## config.mk

```make
export PLATFORM = sky130hd
export DESIGN_NAME = mem_access_unit_flat
export DESIGN_NICKNAME = d
export VERILOG_FILES = /design/src/rtl/mem_access_pkg.sv /design/src/rtl/mem_access_if.sv /design/src/rtl/mem_lane_merge.sv /design/src/rtl/mem_access_unit.sv /design/src/flat_wrapper.sv
export SDC_FILE = /design/constraint.sdc
export NUM_CORES = 1
export LEC_CHECK = 0
export BUFFER_PORTS_ARGS = -buffer_cell sky130_fd_sc_hd__buf_4
export CAP_MARGIN = 20
export CELL_PAD_IN_SITES_DETAIL_PLACEMENT = 1
export CELL_PAD_IN_SITES_GLOBAL_PLACEMENT = 1
export CORE_ASPECT_RATIO = 0.8
export CORE_UTILIZATION = 34
export CTS_CLUSTER_SIZE = 24
export DETAILED_ROUTE_END_ITERATION = 10
export MAX_ROUTING_LAYER = met4
export PLACE_DENSITY = 0.86
export SYNTH_ARGS = -nofsm -noshare
export SYNTH_HDL_FRONTEND = slang
export SYNTH_SLANG_ARGS = --single-unit
```

## constraint.sdc

```tcl
create_clock -name clk -period 1.9 [get_ports clk]
set_input_delay 0.285 -clock clk [delete_from_list [all_inputs] [get_ports clk]]
set_output_delay 0.285 -clock clk [all_outputs]
set_load 0.005 [all_outputs]
```

## src/rtl/mem_access_pkg.sv

```systemverilog
// mem_access_pkg: funct3 encodings, FSM state type and byte-lane masks for mem_access_unit
package mem_access_pkg;
  typedef logic [2:0] f3_t;
  localparam f3_t F3_B  = 3'b000;
  localparam f3_t F3_H  = 3'b001;
  localparam f3_t F3_W  = 3'b010;
  localparam f3_t F3_BU = 3'b100;
  localparam f3_t F3_HU = 3'b101;
  typedef enum logic [1:0] {IDLE, LOAD, RMW_READ, WRITE} state_t;
  localparam logic [31:0] LANE_B = 32'h0000_00FF;
  localparam logic [31:0] LANE_H = 32'h0000_FFFF;
  localparam logic [31:0] LANE_W = 32'hFFFF_FFFF;
endpackage

```

## src/rtl/mem_access_if.sv

```systemverilog
// mem_access_if: req/ready/done load-store request bus between controller and mem_access_unit
interface mem_access_if;
  import mem_access_pkg::*;
  logic req, we, ready, done, err;
  f3_t funct3;
  logic [31:0] addr, wdata, rdata;
  modport master(output req, we, funct3, addr, wdata, input ready, done, rdata, err);
  modport slave(input req, we, funct3, addr, wdata, output ready, done, rdata, err);
endinterface

```

## src/rtl/mem_lane_merge.sv

```systemverilog
// mem_lane_merge: byte/half extract with sign/zero extension for loads and byte-lane merge for stores
module mem_lane_merge
  import mem_access_pkg::*;
(
  input  logic [31:0] word,
  input  logic [31:0] wdata,
  input  logic [1:0]  ofs,
  input  f3_t         f3,
  output logic [31:0] ld,
  output logic [31:0] st
);
  logic [4:0] sh;
  logic [31:0] w_sh, mask;
  always_comb begin
    sh = {ofs, 3'b000};
    w_sh = word >> sh;
    mask = (f3[1] ? LANE_W : f3[0] ? LANE_H : LANE_B) << sh;
    ld = f3[1] ? w_sh
       : f3[0] ? {{16{~f3[2] & w_sh[15]}}, w_sh[15:0]}
       : {{24{~f3[2] & w_sh[7]}}, w_sh[7:0]};
    st = (word & ~mask) | ((wdata << sh) & mask);
  end
endmodule

```

## src/rtl/mem_access_unit.sv

```systemverilog
// mem_access_unit: sub-word load/store front-end with RMW stores; MEM_ACCESS_MISALIGN_CHECK_EN rejects misaligned accesses
module mem_access_unit
  import mem_access_pkg::*;
#(
  parameter int MEM_WORDS = 64,
  parameter int XLEN = 32
) (
  input  logic            clk,
  input  logic            reset,
  mem_access_if.slave     bus,
  output logic [XLEN-1:0] mem_addr,
  output logic [XLEN-1:0] mem_wdata,
  output logic            mem_wren,
  input  logic [XLEN-1:0] mem_rdata
);
  state_t state, nxt;
  f3_t f3_q;
  logic [31:0] addr_q, wd_q, addr_hold, a_al, ld, st;
  logic acc, bad, mis;
  mem_lane_merge u_merge (
    .word(mem_rdata),
    .wdata(wd_q),
    .ofs(addr_q[1:0]),
    .f3(f3_q),
    .ld(ld),
    .st(st)
  );
  always_comb begin
    acc = state == IDLE && bus.req;
    a_al = bus.funct3[1] ? {bus.addr[31:2], 2'b00}
         : bus.funct3[0] ? {bus.addr[31:1], 1'b0} : bus.addr;
`ifdef MEM_ACCESS_MISALIGN_CHECK_EN
    mis = bus.funct3[1] ? |bus.addr[1:0] : bus.funct3[0] & bus.addr[0];
`else
    mis = 1'b0;
`endif
    bad = bus.addr >= 32'(MEM_WORDS * 4)
       || !(bus.funct3 inside {F3_B, F3_H, F3_W, F3_BU, F3_HU})
       || (bus.we && bus.funct3[2]) || mis;
    nxt = state == IDLE ? (acc && !bad ? (bus.we ? (bus.funct3 == F3_W ? WRITE : RMW_READ) : LOAD) : IDLE)
        : state == RMW_READ ? WRITE : IDLE;
    bus.ready = state == IDLE;
    mem_addr = state == IDLE ? addr_hold : {addr_q[31:2], 2'b00};
    mem_wren = state == WRITE && !reset;
    mem_wdata = wd_q;
  end
  always_ff @(posedge clk)
    state <= reset ? IDLE : nxt;
  always_ff @(posedge clk) begin
    if (reset) begin
      addr_q <= '0;
      f3_q <= F3_B;
      wd_q <= '0;
      addr_hold <= '0;
      bus.rdata <= '0;
      bus.done <= 1'b0;
      bus.err <= 1'b0;
    end else begin
      bus.done <= (acc && bad) || state == LOAD || state == WRITE;
      bus.err <= acc && bad;
      if (acc) begin
        addr_q <= a_al;
        f3_q <= bus.funct3;
        wd_q <= bus.wdata;
      end
      if (state != IDLE) addr_hold <= mem_addr;
      if (state == LOAD) bus.rdata <= ld;
      if (state == RMW_READ) wd_q <= st;
    end
  end
endmodule

```

## src/flat_wrapper.sv

```systemverilog
// flat-port wrapper written by rule: the top's interface ports become plain ports
module mem_access_unit_flat import mem_access_pkg::*;
#(
  parameter int MEM_WORDS = 64,
  parameter int XLEN = 32
)
  (clk, reset, mem_addr, mem_wdata, mem_wren, mem_rdata, bus_req, bus_we, bus_funct3, bus_addr, bus_wdata, bus_ready, bus_done, bus_rdata, bus_err);
  mem_access_if bus_i ();
  input  logic clk;
  input  logic reset;
  output logic [XLEN-1:0] mem_addr;
  output logic [XLEN-1:0] mem_wdata;
  output logic mem_wren;
  input  logic [XLEN-1:0] mem_rdata;
  input wire logic [$bits(bus_i.req)-1:0] bus_req;
  input wire logic [$bits(bus_i.we)-1:0] bus_we;
  input wire logic [$bits(bus_i.funct3)-1:0] bus_funct3;
  input wire logic [$bits(bus_i.addr)-1:0] bus_addr;
  input wire logic [$bits(bus_i.wdata)-1:0] bus_wdata;
  output wire logic [$bits(bus_i.ready)-1:0] bus_ready;
  output wire logic [$bits(bus_i.done)-1:0] bus_done;
  output wire logic [$bits(bus_i.rdata)-1:0] bus_rdata;
  output wire logic [$bits(bus_i.err)-1:0] bus_err;
  assign bus_i.req = bus_req;
  assign bus_i.we = bus_we;
  assign bus_i.funct3 = bus_funct3;
  assign bus_i.addr = bus_addr;
  assign bus_i.wdata = bus_wdata;
  assign bus_ready = bus_i.ready;
  assign bus_done = bus_i.done;
  assign bus_rdata = bus_i.rdata;
  assign bus_err = bus_i.err;
  mem_access_unit #(.MEM_WORDS(MEM_WORDS), .XLEN(XLEN)) u_core (.clk(clk), .reset(reset), .bus(bus_i), .mem_addr(mem_addr), .mem_wdata(mem_wdata), .mem_wren(mem_wren), .mem_rdata(mem_rdata));
endmodule
```

Yosys cells after proc, flatten, opt, wreduce, memory -nomap -nowiden
Index checks and enable logic that the tools add are counted.
W data, S select, Z words.
{ "classes": {"n_mux": 14, "div": 0, "n_shift": 3, "bitwise": 7, "n_mul": 0, "order_cmp": 1, "n_eq_ne": 7, "add_sub_neg": 0, "n_reduce_logical": 17} }
{ "op_table": {"columns": ["op", "n"], "rows": [
  ["$mux W32", 6],
  ["$and A32 B32 Y32", 2],
  ["$shl A32 B5 Y32", 2],
  ["$ge A32 B9 Y1 const B", 1],
  ["$not A32 Y32", 1],
  ["$or A32 B32 Y32", 1],
  ["$shr A32 B5 Y32", 1],
  ["$mux W16", 1],
  ["$mux W2", 5],
  ["$eq A3 B3 Y1 const B", 2],
  ["$logic_and A1 B1 Y1", 5],
  ["$reduce_bool A5 Y1", 1],
  ["$eq A2 B2 Y1 const B", 2],
  ["$logic_or A1 B1 Y1", 4],
  ["$reduce_bool A2 Y1", 2],
  ["$eq A3 B1 Y1 const B", 1],
  ["$eq A3 B2 Y1 const B", 1],
  ["$logic_not A1 Y1", 3],
  ["$logic_not A3 Y1", 1],
  ["$and A1 B1 Y1", 2],
  ["$eq A2 B1 Y1 const B", 1],
  ["$logic_not A2 Y1", 1],
  ["$mux W1", 2],
  ["$not A1 Y1", 1]
]} }
{ "totals": {"output_inout_bits": 100, "memories": 0, "regBits": 135, "romBits": 0, "mem_bits_rw": 0, "in_bits": 103, "word_cells": 57, "latchBits": 0} }

Longest topological paths before layout
Gate-level depths: netlist of run 1.
{ "depth": {"depth_word": 9, "depth_mapped": 7, "mapped_depth_nobuf": 4} }

Hierarchy
From an unflattened synthesis of run 1, not the netlist that was laid out.
{ "hier_totals": {"hier_cells": 797, "hier_area_um2": 6901.6} }
{ "by_module_without_submodules": {"columns": ["mod", "seq_area_each_um2", "n_inst", "cells_each", "area_each_um2"], "rows": [
  ["mem_access_unit", 2702.6, 1, 568, 5008.6],
  ["mem_lane_merge", 0.0, 1, 229, 1893.1]
]} }

Worst setup path before layout of run 1
Ideal clock, no wire load.
{ "synth_path": {"path_kind": "register to register", "startpoint": "register u_core.f3_q[1]", "endpoint": "register with a tool-made name", "stages_incl_launch_ff": 8, "required_ns": 1.804, "period_less_slack_ns": 1.791, "path_buffers": 3, "setup_time_ns": 0.096, "t_arrival_ns": 1.695, "setup_slack_ns": 0.109, "cell_sequence": "dfxtp_1 -> buf_6 -> or3b_1 -> or2_0 -> buf_6 -> and2_4 -> buf_6 -> o41ai_2"} }
{ "synth_lines": {"columns": ["item", "line_no", "source"], "rows": [
  ["start: declaration", "mem_access_unit.sv:17", "f3_t f3_q;"],
  ["start signal: assignment", "mem_access_unit.sv:63", "f3_q <= bus.funct3;"]
]} }

Worst setup path after layout of run 1
{ "layout_path": {"startpoint": "register u_core.state[1]", "endpoint": "output mem_addr[10]"} }
{ "layout_via": {"elab_chain_cells": 2} }
{ "layout_lines": {"columns": ["item", "line_no", "source"], "rows": [
  ["start: declaration", "mem_access_unit.sv:16", "state_t state, nxt;"],
  ["start signal: assignment", "mem_access_unit.sv:48", "state <= reset ? IDLE : nxt;"],
  ["$logic_not A2 Y1", "mem_access_unit.sv:43", "mem_addr = state == IDLE ? addr_hold : {addr_q[31:2], 2'b00};"],
  ["$mux W32", "mem_access_unit.sv:43", null],
  ["end: declaration", "flat_wrapper.sv:11", "output logic [XLEN-1:0] mem_addr;"]
]} }
Every way passes these cells.

==> results by group, run 1 <==
Floorplanning
  – Die Y: approximately 120 µm
  – Row count: 44
  – Core area: roughly 18,000 µm²
  – Ports: between 200 and 250
  – Die span in x: approximately 160 µm
  – Initial core utilization: a little over a third
  – Die ar.: 19,300 µm²

Clock network
  – CTS sink count: roughly 140
  – Clock Tree Buf Depth: 2
  – Worst skew pair latency: 0.43 ns
  – Root buffer cell: clkbuf_16
  – H-tree Lvls: 4
  – Clk slew on worst S/H paths: 0.06 ns
  – CTS tree: done
  – Cts bufs inserted: 17

Logic synthesis
  – Register bit total from synthesis: roughly 140
  – Syn_area_per_cell: between 8 and 9 µm²
  – Biggest area consumer among synthesized cells: dfxtp_1
  – Seq/Total Area, Yosys: between 40 and 50%
  – Synth cell count leaders: 137 x nand2_1, 135 x dfxtp_1, 76 x a21oi_1
  – Synth area leaders: dfxtp_1 42%, mux2_2 9.4%, nand2_1 8.1%
  – Asr flop ratio synth: 0%
  – Count leader, synth: nand2_1
  – Netlist cell types: 47
  – Mapped Area: roughly 6400 µm²
  – Main flop type after synthesis: dfxtp_1
  – Post-Synthesis Cells: about 740
  – Mapped Nets: about 850
  – Synth Warn #: 0
  – EDFF count, synth: 0
  – Area fraction of the dominant cell type after synthesis: a little over two fifths

STA
  – Worst Tran Pin Value: just under 0.6 ns
  – Crit share post-route: 104%
  – Final Hold Fails: 0
  – RSZ-0062 raised after global routing: true
  – Final setup viols: 30
  – Fin. max-slew vios: 0
  – Fmax: between 500 and 600 MHz
  – WHS: 0.0836 ns
  – Final worst path period need: between 1.5 and 2 ns
  – Setup Skew: slightly above 0.007 ns
  – Worst relative slew slack: 60.4%
  – Final worst setup slack: -0.0746 ns

Run status
  – Run status: finished with violations
  – Failing checks: negative setup slack

Global routing
  – Initial antenna violation count: 0
  – GRT overflow: 0
  – Vias in the first global route: approximately 7k
  – First-pass GRT wire length: about 42,000 µm
  – Largest net degree at the start of global routing: 44
  – GR Util All Layers: between 20% and 30%

Route
  – Via count: about 7k
  – Wire per inst: 22.7 µm
  – DR top layer: met4
  – 1st-pass router iterations: 5
  – Drt via density: 5.65
  – Met3 routed WL: ~2000 µm
  – Met2 wire length: 12,500 µm
  – Iter 0 DRT Violations: between 600 and 700
  – Number of routed nets with antenna violations: 0
  – WL final: 27,700 µm
  – Metal1 wirelength: 12,400 µm
  – Drt drc: 0

Final layout
  – ANT cells: 0
  – Synth-to-Final Area Change: 47.0%
  – Final layout net count: ~1.1k
  – Multi-input gate area: around 3500 µm²
  – Design Area, Final: approximately 9400 µm²
  – Sequential cell area: around 2700 µm²
  – Filler cells: roughly 2.1k
  – Layout cells sized above 1: between 30% and 40%

Place
  – Pre-CTS setup slack: around 0.025 ns
  – Port Buf Inserts: 202
  – DP HPWL: roughly 19,000 µm
  – RePlAce Congestion: between 0.9 and 1
  – Post-DP Area: approximately 8300 µm²

Critical path
  – Type of origin of the critical path: flip-flop
  – FF-to-FF path depth: 6
  – Crit path max fanout: 7
  – Endpoint class of the critical path: primary output
  – Worst Path Arrival: roughly 1.7 ns
  – Required @ worst endpoint: ~1.6 ns
  – Crit Path Class: flip-flop to primary output

Power
  – LEAKAGE: ~4.2 nW
  – VDD IR max: approximately 600 µV
  – Total power: between 7 and 8 mW
  – PD cells: a little over 800 nW/µm²

Min path
  – Hold Path Class: input port to flip-flop
  – Hold depth: 3

Job
  – Max-cap violation count: 0
-- final timing paths --
kind / startpoint / endpoint / slack (ns)
min: bus_wdata[7] / u_core.mem_wdata[7] / 0.08
min reg2reg: u_core.addr_q[31] / u_core.addr_q[31] / 0.45
max reg2reg: u_core.state[0] / flip-flop / 0.02
max: u_core.state[1] / mem_addr[10] / -0.07
-- layer usage --
metal,track usage [%],up-vias
li1,-,3094
met1,38.7,3383
met2,42.6,349
met3,6.99,85
met4,11.7,0
met5,-,-
-- power by group --
| part | switching (mW) | internal (mW) |
|---|---|---|
| registers | 0.0891 | 2.91 |
| clock network | 1.34 | 2.40 |
| logic | 0.444 | 0.385 |
| total | 1.88 | 5.70 |
-- logic make-up after synthesis --
logic type,share of synthesized area (%)
AOI/OAI and AO/OA,23.0
buffers and inverters,5.18
DFF,42.4
muxes,11.3
and+or+nand+nor,18.1
-- layout make-up --
| class | count | area share, % |
|---|---|---|
| Clock inverter | 12 | 2.11 |
| Clock buffer | 20 | 4.87 |
| Timing Repair Buffer | 261 | 23.4 |
| Sequential cell | 135 | 29.0 |
| Tap cell | 253 | 3.38 |
| Multi-Input combinational cell | 532 | 36.9 |
| Inverter | 10 | 0.401 |
-- worst max-delay path, stage by stage (launching register included) --
cell and delay (ns):
dfxtp_4 0.35, nor2_4 0.17, buf_12 0.15, buf_12 0.14, mux2_4 0.32, buf_6 0.12
-- placed cells by master, fill, tap and decap left out, drive strengths merged, types with 2 or more instances in the layout --
cell type / count
buf: 260
nand2: 137
dfxtp: 135
a21oi: 76
mux2: 53
o21ai: 52
nor2: 36
and2: 34
clkbuf: 21
a311oi: 17
and3: 11
inv: 11
mux2i: 10
nand4: 10
a221oi: 8
o41ai: 8
a2bb2oi: 8
a211oi: 8
a222oi: 8
o2bb2ai: 7
o211ai: 7
o221a: 7
nor2b: 7
nor4: 6
bufinv: 5
clkinv: 4
nand2b: 3
or2: 3
nor3: 2
a41o: 2
clkinvlp: 2
-- repair_timing --
item | CTS | global route
pin swaps | 1 | 1
setup endpoints to repair | 30 | 52
gates resized for setup | 41 | 28
cloned | 2 | 1
hold buffers | 0 | 0
buffers inserted | 9 | 2
-- through the flow --
stage	setup TNS (ns)	util, %	cells
after floorplan	0	-	744
after global placement	0	45.7	1179
after detailed placement	0	45.7	1179
after CTS	-1.29	50.7	1221
after global routing	-3.09	51.4	1223
final	-1.55	51.4	1223
Power figures use the tool's default switching activity.
==> inputs of run 2 (changes only) <==
--- a/config.mk
+++ b/config.mk
@@ -10,11 +10,13 @@
 export CELL_PAD_IN_SITES_DETAIL_PLACEMENT = 1
 export CELL_PAD_IN_SITES_GLOBAL_PLACEMENT = 1
 export CORE_ASPECT_RATIO = 0.8
+export CORE_MARGIN = 2
 export CORE_UTILIZATION = 34
+export CTS_CLUSTER_DIAMETER = 80
 export CTS_CLUSTER_SIZE = 24
 export DETAILED_ROUTE_END_ITERATION = 10
 export MAX_ROUTING_LAYER = met4
-export PLACE_DENSITY = 0.86
+export PLACE_DENSITY = 0.75
 export SYNTH_ARGS = -nofsm -noshare
 export SYNTH_HDL_FRONTEND = slang
 export SYNTH_SLANG_ARGS = --single-unit
==> run 2 against run 1 <==
Effect of this change:
- utilization fell by 1.1 points
- the flow still finishes with violations (negative setup slack)
- cell count down 0.57%
- clock skew grew 0.0025 ns
- non-clock buffer count decreased by 7
- total power decreased by 4.5%
- global-route usage decreased by 2.9 points
- routed wire length shrank 8.5%
- worst hold slack better by 0.022 ns
==> results by group, run 2 (synthesis results as in run 1) <==
Clock network
  – CTS tree: done
  – H-tree Lvls: 4 (unchanged)
  – Clock Tree Buf Depth: 2 (unchanged)
  – Cts bufs inserted: 17 (unchanged)
  – CTS sink count: 135 (unchanged)
  – CTS Hold Bufs: 0 (unchanged)
  – Root buffer cell: clkbuf_16
  – Clk slew on worst S/H paths: 0.06 ns (about the same)
  – Worst skew pair latency: 0.42 ns (about the same)

Global routing
  – Largest net degree at the start of global routing: 64 (+45%)
  – Vias in the first global route: 6,515 (-6.5%)
  – Initial antenna violation count: 0 (unchanged)
  – GRT overflow: 0 (unchanged)
  – GR Util All Layers: 26.3% (-2.9 points)
  – First-pass GRT wire length: 38,900 µm (-6.8%)

Floorplanning
  – Row count: 44 (unchanged)
  – Die Y: 126 µm (+1.6%)
  – Ports: 203 (unchanged)
  – Die span in x: 157 µm (+1.3%)
  – Initial core utilization: 34.9% (-0.11 points)
  – Die ar.: 19,900 µm² (+2.9%)
  – Core area: 18,300 µm² (+0.30%)

STA
  – Fmax: 506 MHz (-0.15%)
  – Final Hold Fails: 0 (unchanged)
  – Final worst path period need: 1.98 ns (+0.00287 ns)
  – WHS: 0.106 ns (+0.0221 ns)
  – Worst relative slew slack: 49.6% (-11 points)
  – Crit share post-route: 104% (+0.15 points)
  – Fin. max-slew vios: 0 (unchanged)
  – RSZ-0062 raised after global routing: true
  – Worst Tran Pin Value: 0.755 ns (+0.162 ns)
  – Setup Skew: 0.00953 ns (+0.00245 ns)
  – Final setup viols: 25 (-17%)
  – Final worst setup slack: -0.0775 ns (-0.00287 ns)

Place
  – Post-DP Area: 8280 µm² (-0.53%)
  – Port Buf Inserts: 202 (unchanged)
  – RePlAce Congestion: 0.932 (+0.22%)
  – DP HPWL: 18,200 µm (-3.1%)

Final layout
  – Synth-to-Final Area Change: 44.3%
  – Layout cells sized above 1: 37.9% (-0.65 points)
  – Final layout net count: 1,053 (-0.66%)
  – ANT cells: 0 (unchanged)
  – Most frequent cells in the layout: 230 x buf_4, 136 x nand2_1, 131 x dfxtp_1
  – Most common cell after layout, fill and taps aside: buf_4
  – Design Area, Final: 9190 µm² (-1.9%)

Route
  – Wire per inst: 20.9 µm (-7.9%)
  – WL final: 25,400 µm (-8.5%)
  – Drt drc: 0 (unchanged)
  – Drt via density: 5.32 (-5.9%)
  – 1st-pass router iterations: 8 (+3)
  – Iter 0 DRT Violations: 493 (-23%)
  – Via count: 6,469 (-6.4%)
  – Number of routed nets with antenna violations: 0 (unchanged)

Min path
  – Hold Path Class: input port to flip-flop

Critical path
  – Crit Path Class: flip-flop to primary output
  – Critical path launch point: u_core.state[1]
  – Required @ worst endpoint: 1.62 ns (about the same)
  – Flop2flop setup slack: 0.08 ns (+0.06 ns)
  – FF-to-FF path depth: 5 (-1)
  – Endpoint class of the critical path: primary output
  – Worst Path Arrival: 1.69 ns (about the same)
  – RR Startpoint: u_core.addr_q[0]
  – Type of origin of the critical path: flip-flop
  – Crit path max fanout: 6 (-1)
  – CP endpoint: mem_addr[13]

Power
  – PD cells: 787 nW/µm² (-2.7%)
  – Logic pwr share: 11.1% (+0.2 points)
  – Clock power frac: 47.4% (-2.0 points)
  – LEAKAGE: 4.09 nW (-2.2%)
  – Switching share of power: 25.7% (+0.98 points)
  – Reg power frac: 41.5% (+1.8 points)
  – VDD IR max: 616 µV (+4.3%)
  – Net Sw Power: 1.86 mW (-0.72%)
  – Total power: 7.23 mW (-4.5%)
  – Internal power: 5.37 mW (-5.7%)

Run status
  – Run status: finished with violations
  – Failing checks: negative setup slack

Job
  – Max-cap violation count: 0 (unchanged)
[run 2: cell types whose count changed in the layout (fill, tap and decap cells not counted), moves of 2 or more]
| cell | delta |
|---|---|
| o21ai_1 | +2 |
| inv_6 | +2 |
| bufinv_16 | -2 |
| buf_4 | +6 |
| clkbuf_8 | -2 |
| clkinv_4 | +2 |
| buf_6 | -12 |
[run 2: how the worst min path moves through the flow]
stage	slack (ns)	cells after the start	startpoint	to
3_3_place_gp	0.45	2	u_core.bus.rdata[5]	u_core.bus.rdata[5]
5_1_grt	0.11	3	bus_wdata[4]	u_core.mem_wdata[4]
6_report	0.11	3	bus_wdata[2]	u_core.mem_wdata[2]
3_5_place_dp	0.45	2	u_core.addr_q[13]	u_core.addr_q[13]
2_1_floorplan	0.42	2	mem_rdata[30]	u_core.bus.rdata[30]
4_1_cts	0.08	3	bus_wdata[2]	u_core.mem_wdata[2]
[run 2: worst max-delay path: stages (launching register included)]
cell and delay, ns:
dfxtp_4 0.35, nor2_4 0.13, buf_6 0.13, buf_12 0.10, buf_12 0.12, mux2_4 0.32
buf_6 0.12
[run 2: routing by layer]
metal | vias up | routed length, µm | GRT usage (%)
li1 | 3080 | - | -
met1 | 3142 | 11800 | 36.2
met2 | 220 | 11300 | 38.2
met3 | 27 | 1930 | 6.53
met4 | 0 | 369 | 7.59
met5 | - | 0 | -
[run 2: layout make-up]
class / count / area, µm²
Clock buffer: 18 / 429
Inverter: 10 / 37.5
Multi-Input combinational cell: 532 / 3440
Timing Repair Buffer: 254 / 2080
Tap cell: 253 / 317
Fill cell: 2142 / 9080
Sequential cell: 135 / 2710
Clock inverter: 14 / 175
[run 2: power groups by stage]
stage                     clock network (mW)  registers [mW]  logic (mW)
after floorplan                            0            3.03       0.352
after global placement                     0            3.06       0.776
after detailed placement                   0            3.06       0.786
after CTS                               3.49            3.00       0.794
after global routing                    3.62            3.01       0.866
final                                   3.43            3.00       0.804
[run 2: per-stage QoR]
| step | TNS (ns) | util, % | cells | worst slack [ns] |
|---|---|---|---|---|
| after floorplan | 0 | - | 744 | 0.109 |
| after global routing | -2.82 | 50.3 | 1216 | -0.138 |
| after detailed placement | 0 | 45.3 | 1173 | 0.0635 |
| after CTS | -1.53 | 50.4 | 1216 | -0.0820 |
| after global placement | 0 | 45.3 | 1173 | 0.0878 |
| final | -1.02 | 50.3 | 1216 | -0.0775 |
[run 2: timing repair]
item / CTS / global route
gates resized for setup: 50 / 3
pin swaps: 1 / 1
buffers inserted: 9 / 1
gates cloned: 2 / 0
setup endpoints to repair: 30 / 33
